<file path="src/rtl/ram_addr_pio_pkg.sv">
// Shared register offsets, default width and the decoded bus access type
// used by the RAM write-address input PIO.
package ram_addr_pio_pkg;

   localparam int DATA_W_DFLT = 11;

   localparam logic [1:0] REG_DATA = 2'd0;
   localparam logic [1:0] REG_RSVD = 2'd1;
   localparam logic [1:0] REG_MASK = 2'd2;
   localparam logic [1:0] REG_CAP  = 2'd3;

   // One decoded Avalon-MM access for the current cycle
   typedef struct packed {
      logic       rd;
      logic       wr;
      logic [1:0] addr;
   } bus_req_t;

endpackage

</file>
<file path="src/rtl/ram_addr_pio_in_sync.sv">
// Multi-flop synchronizer for a quasi-static or Gray-coded bus.
// Every stage clears on the synchronous active-low reset.
module pio_bit_sync #(
   parameter int WIDTH  = 11,
   parameter int STAGES = 2
) (
   input  logic             clk,
   input  logic             reset_n,
   input  logic [WIDTH-1:0] d,
   output logic [WIDTH-1:0] q
);

   logic [STAGES-1:0][WIDTH-1:0] stg;

   // Shift the asynchronous input through STAGES flops
   always_ff @(posedge clk) begin
      if (!reset_n) begin
         stg <= '0;
      end else begin
         stg[0] <= d;
         for (int i = 1; i < STAGES; i++) stg[i] <= stg[i-1];
      end
   end

   assign q = stg[STAGES-1];

endmodule

</file>
<file path="src/rtl/ram_addr_pio_in.sv">
// Avalon-MM input PIO: synchronized RAM write address, edge capture with
// write-1-to-clear and a maskable level interrupt.
// Build option: RAM_ADDR_PIO_IRQ_EN enables IRQ_MASK and irq; without it
// irq is tied low and offset 2 reads zero.
module ram_addr_pio_in
   import ram_addr_pio_pkg::*;
#(
   parameter int DATA_W      = DATA_W_DFLT,
   parameter int SYNC_STAGES = 2
) (
   input  logic              clk,
   input  logic              reset_n,
   input  logic [1:0]        address,
   input  logic              chipselect,
   input  logic              read_n,
   input  logic              write_n,
   input  logic [DATA_W-1:0] writedata,
   input  logic [DATA_W-1:0] in_port,
   output logic [DATA_W-1:0] readdata,
   output logic              irq
);

   bus_req_t            req;
   logic [DATA_W-1:0]   sync_q, prev_q, chg, clr, cap, mask, rd_mux;
   logic [SYNC_STAGES:0] arm_pipe;
   logic                armed;

   assign req = '{rd: chipselect & ~read_n, wr: chipselect & ~write_n, addr: address};

   pio_bit_sync #(.WIDTH(DATA_W), .STAGES(SYNC_STAGES)) u_sync (
      .clk     (clk),
      .reset_n (reset_n),
      .d       (in_port),
      .q       (sync_q)
   );

   // Previous sample for edge detect; arming ripples a 1 through a shift
   // register so edges are ignored until the reset zeros have flushed out
   always_ff @(posedge clk) begin
      if (!reset_n) begin
         prev_q   <= '0;
         arm_pipe <= '0;
      end else begin
         prev_q   <= sync_q;
         arm_pipe <= {arm_pipe[SYNC_STAGES-1:0], 1'b1};
      end
   end

   assign armed = arm_pipe[SYNC_STAGES];
   assign chg   = armed ? (sync_q ^ prev_q) : '0;
   assign clr   = (req.wr && req.addr == REG_CAP) ? writedata : '0;

   // Edge capture: clear first, then OR in new changes so a set wins
   always_ff @(posedge clk) begin
      if (!reset_n) cap <= '0;
      else          cap <= (cap & ~clr) | chg;
   end

`ifdef RAM_ADDR_PIO_IRQ_EN
   // Interrupt mask register
   always_ff @(posedge clk) begin
      if (!reset_n)                          mask <= '0;
      else if (req.wr && req.addr == REG_MASK) mask <= writedata;
   end

   assign irq = |(cap & mask);
`else
   assign mask = '0;
   assign irq  = 1'b0;
`endif

   // Read mux over the current register values (pre-write on a collision)
   always_comb begin
      rd_mux = '0;
      case (req.addr)
         REG_DATA: rd_mux = sync_q;
         REG_MASK: rd_mux = mask;
         REG_CAP:  rd_mux = cap;
         default:  rd_mux = '0;
      endcase
   end

   // Registered read data, held until the next read
   always_ff @(posedge clk) begin
      if (!reset_n)    readdata <= '0;
      else if (req.rd) readdata <= rd_mux;
   end

endmodule

</file>
<file path="config.mk">
export PLATFORM = sky130hd
export DESIGN_NAME = ram_addr_pio_in
export DESIGN_NICKNAME = d
export VERILOG_FILES = /design/src/rtl/ram_addr_pio_pkg.sv /design/src/rtl/ram_addr_pio_in_sync.sv /design/src/rtl/ram_addr_pio_in.sv
export SDC_FILE = /design/constraint.sdc
export NUM_CORES = 1
export LEC_CHECK = 0
export CAP_MARGIN = 30
export CORE_MARGIN = 2
export CORE_UTILIZATION = 50
export DETAILED_ROUTE_END_ITERATION = 8
export GPL_TIMING_DRIVEN = 0
export PLACE_DENSITY = 0.75
export SLEW_MARGIN = 40
export SYNTH_ARGS = -nofsm -noshare
export SYNTH_HDL_FRONTEND = slang
export SYNTH_HIERARCHICAL = 1
export SYNTH_SLANG_ARGS = --single-unit
export TNS_END_PERCENT = 20
</file>
<file path="constraint.sdc">
create_clock -name clk -period 1.4 [get_ports clk]
set_clock_uncertainty 0.1 [all_clocks]
set_input_delay 0.28 -clock clk [delete_from_list [all_inputs] [get_ports clk]]
set_output_delay 0.28 -clock clk [all_outputs]
set_load 0.02 [all_outputs]
</file>
== Word level (Yosys, flattened, before mapping) ==
Index checks and enable logic that the tools add are counted.

* Register bits: 58
* Input port bits: 29
* Output and inout bits: 12

* Equal/unequal tests: 1
* Muxes and demuxes: 4
* Bitwise operators: 8
* Reduce and logical (&&, ||, !) cells: 2

{| class="wikitable"
|+ Operator list
! cell !! count
|-
| 11-bit 2-to-1 mux || 2
|-
| 11-bit case mux with 2 select lines || 1
|-
| 11-bit AND || 1
|-
| 11-bit inverter || 1
|-
| 11-bit OR || 1
|-
| 11-bit bitwise XOR || 1
|-
| 1-bit AND || 2
|-
| 2-bit equality test, second input constant || 1
|-
| 2-bit zero test || 1
|-
| 1-bit inverter || 2
|-
| 1-bit logical AND || 1
|-
| 1-bit 2-to-1 mux || 1
|}

== Depth between registers and ports, before layout ==
* Word-level depth: 7
* Gate-level depth with buffers: 5

== By module ==
The synthesis kept the hierarchy.

{| class="wikitable"
|+ Modules (own cells, without submodules)
! module !! instances !! cells an instance !! area each (µm²) !! seq. area each (µm²)
|-
| ram_addr_pio_in || 1 || 125 || 1461.4 || 720.7
|-
| pio_bit_sync || 1 || 57 || 703.2 || 440.4
|}

== Worst setup path before layout ==
Ideal clock, no wire load.

* Path type: input -> register
* From: input address[0]
* To: register readdata[0]
* Setup time: 0.117 ns
* Data arrival time: 1.043 ns
* Data required time: 1.183 ns
* Slack: 0.140 ns
* Cell stages on the path: 5
* Path buffers: 1
* Cell sequence: inv_1 > ha_1 > and4bb_4 > buf_6 > a32o_1

* Longest elaborated chain between the ends: 2
* Elaborated cells on any way between the ends: 3
* Those cells by class: eq/ne: 1; mux: 1; reduce/logical: 1

{| class="wikitable"
|+ RTL lines
! what !! RTL line !! source
|-
| start, declared || ram_addr_pio_in.sv:13 || <nowiki>input logic [1:0] address,</nowiki>
|-
| 2-bit equality test or 2-bit zero test (tied branches) || ram_addr_pio_in.sv:75 || <nowiki>case (req.addr)</nowiki>
|-
| 11-bit case mux with 2 select lines (*) || ram_addr_pio_in.sv:75 ||
|-
| end signal, assigned || ram_addr_pio_in.sv:86 || <nowiki>else if (req.rd) readdata <= rd_mux;</nowiki>
|-
| end, declared || ram_addr_pio_in.sv:19 || <nowiki>output logic [DATA_W-1:0] readdata,</nowiki>
|}

Mark *: on every way between the ends. The rest lies on a longest branch, timed or not.
A chain may end at the register's enable or synchronous reset.

== Worst setup path after layout ==
* From: register readdata[0]
* To: output readdata[0]

No word-level cell between the ends.

==> summary.txt <==
Floorplanning
  • Core Area: 4090 µm²
  • I/O pin cnt: 41
  • Initial core utilization: 0.530
  • Die width: 69.8 µm
  • Die ar.: 4870 µm²
  • Site Rows: 23
  • Die Ht: 69.8 µm

STA
  • Final setup violation count: 0
  • Max-slew violation count: 0
  • Final period util: 0.972
  • Unrepaired setup endpoints after global routing: no
  • F_max: 735 MHz
  • Hold Slack: 242 ps
  • Final Hold Fails: 0
  • Final min period: 1360 ps

Worst setup path
  • Worst path slowest cell: dlygate4sd2_1
  • Slowest cell delay on critical path: 330 ps
  • CP Data Required Time: 1020 ps
  • Critical path buffer and inverter count: 1
  • R2R cell count: 3
  • Peak fanout along the critical path: 2
  • Worst Setup End Kind: output pin
  • CP top delay family: buffers and inverters
  • Critical R2R Launch: u_sync/q[9]
  • Critical Path AT: 980 ps
  • CP Class: flip-flop to output pin
  • R2R setup slack: 320 ps
  • Reg-to-reg critical path endpoint: readdata[9]
  • CP startpoint kind: flip-flop
  • Cell breakdown of the critical path: dlygate4sd2_1

CTS
  • Root Driver: clkbuf_8
  • CTS tree: yes
  • Hold-fix buffers, CTS: 0
  • Clk slew on worst S/H paths: 60 ps
  • H-tree lvl count: 3
  • Longest Clk Path Bufs: 2
  • Clk_lat worst skew: 330 ps
  • CTS Buf Count: 9
  • CTS Sinks: 58

Pwr
  • Sw power: 715 µW
  • Flop pwr share: 0.477
  • Sw Ratio: 0.199
  • Comb power frac: 0.075
  • Internal power: 2880 µW
  • LEAKAGE: 0.00120 µW
  • Power per cell area: 1270 nW/µm²
  • IR Drop Worst-Case VDD: 788 µV
  • Clock network fraction of total power: 0.448

Synth
  • Synth cell count leaders: dfxtp_1 (58), a32o_1 (22), and2_1 (20)
  • Count leader, synth: dfxtp_1
  • Sequential share of the synthesized area: 0.536
  • Net Count, Synth: 213
  • Post-synth EDFFs: 0
  • Top FF cell, synth: dfxtp_1
  • Cell count after synthesis: 182
  • Synthesized flop and latch total: 58
  • Yosys top cell by area: dfxtp_1
  • YS warnings: 6
  • Top-area cell type share of the netlist area: 0.536
  • Synth Cell Area: 2160 µm²
  • Synth cell types: 16
  • Avg Cell Area, Syn: 11.9 µm²
  • Synth async-reset ratio: 0
  • Most area-consuming cells after synthesis: dfxtp_1 (54%), a32o_1 (10%), and2_1 (5.8%)

Placed design
  • DP Wirelength: 2840 µm
  • Area post-placement: 2620 µm²
  • Buffers on Ports: 39
  • RePlAce Congestion: 0.764
  • Inst Count DP: 271

Global routing
  • Total gr overflow: 0
  • Largest net degree at the start of global routing: 11
  • Vias in the first global route: 1507
  • First-pass GRT wire length: 6840 µm
  • Tot GR Track Use: 0.179
  • Initial antenna violation count: 0

Finish
  • Non-Filler Instances: 287
  • Fraction of layout cells with a size suffix above 1: 0.241
  • Post-layout util: 0.693
  • Area delta synth->final: 30.8%
  • Ant diodes: 0
  • NumNets Final: 263
  • Design Area, Final: 2830 µm²

Worst hold path
  • HP Class: input pin to flip-flop
  • Hold_sp: reset_n
  • Worst Hold Depth: 1
  • Hold path endpoint: arm_pipe[0]

Detailed routing
  • Initial DRC count: 94
  • # DRC: 0
  • Routed WL: 3890 µm
  • Pre-Repair DR Iteration Count: 4
  • Via count: 1494
  • Post-route ant nets: 0
  • Average wire per standard cell: 13.6 µm
  • Via density: 5.21

Outcome
  • Status: finished clean

Flow run
  • # Max-Cap Violations: 0
-- power by group through the flow --
stage	combinational [µW]	clock, µW	sequential [µW]
finish	269	1610	1710
global route	297	1720	1720
CTS	271	1650	1710
detailed placement	269	0	1750
global placement	261	0	1750
floorplan	150	0	1750
-- layout make-up --
class	instances	area, µm²
Tap cell	50	62.6
Buffer	26	199
Inverter	2	7.51
Multi-Input combinational cell	96	808
Sequential cell	58	1160
Fill cell	311	1260
Clock inverter	1	30.0
Clock buffer	15	186
Timing Repair Buffer	39	375
-- cells by family (layout without fill, tap and decap cells) --
family / after synthesis / count (layout) / synth area share
AOI/OAI and AO/OA: 33 / 33 / 0.146
xor gates and xnor gates: 11 / 11 / 0.0445
adders and majority gates: 2 / 2 / 0.0116
buffers and inverters: 28 / 83 / 0.0913
DFF: 58 / 58 / 0.536
other: 1 / 1 / 0.00173
and+or+nand+nor: 49 / 49 / 0.168
-- per-stage QoR --
stage               total power [µW]  setup slack (ps)  setup TNS (ps)
finish                          3590              39.0               0
global route                    3740              2.20               0
CTS                             3640              4.99               0
detailed placement              2020              -483          -13270
global placement                2010              -449          -12420
floorplan                       1900               140               0
-- sequential cells by signal, summed over array words and instances, names as in the netlist --
signal	cells
prev_q	11
readdata	11
u_sync/q	11
u_sync/stg	11
cap	11
arm_pipe	3
-- repair_timing --
item,CTS,global route
setup buffers,0,0
endpoints found under the setup margin,33,10
gates resized for setup,19,11
hold endpoints to repair,0,0
-- cell usage in the layout, fill, tap and decap left out --
cell and count:
xor2_1 11, nand4b_1 11, buf_4 14, bufinv_16 1, dlygate4sd2_1 4, clkbuf_2 2
ha_2 1, and4bb_4 1, and2_2 16, a32o_1 22, clkbuf_1 5, clkbuf_8 13
a22o_1 11, clkdlybuf4s50_1 25, clkdlybuf4s15_1 8, ha_1 1, buf_2 3, dfxtp_1 58
buf_6 6, conb_1 1, nand2b_1 1, inv_1 2, and2_1 20
-- how the worst max path moves through the flow --
stage,from,endpoint,slack (ps),depth (start not counted)
floorplan,address[0],readdata[0],140,5
global placement,address[0],readdata[7],-450,6
detailed placement,address[1],cap[3],-480,5
CTS,readdata[4],readdata[4],5,1
global route,readdata[0],readdata[0],2,1
finish,readdata[0],readdata[0],40,1
-- routing by layer --
| layer | share of wire | vias up | global-route usage |
|---|---|---|---|
| met4 | 0.012 | 0 | 0.0833 |
| met5 | 0 | - | 0 |
| met2 | 0.50 | 51 | 0.296 |
| met3 | 0.068 | 6 | 0.0669 |
| met1 | 0.42 | 700 | 0.204 |
| li1 | - | 737 | - |
No activity file was read; power rests on OpenSTA's default activity.
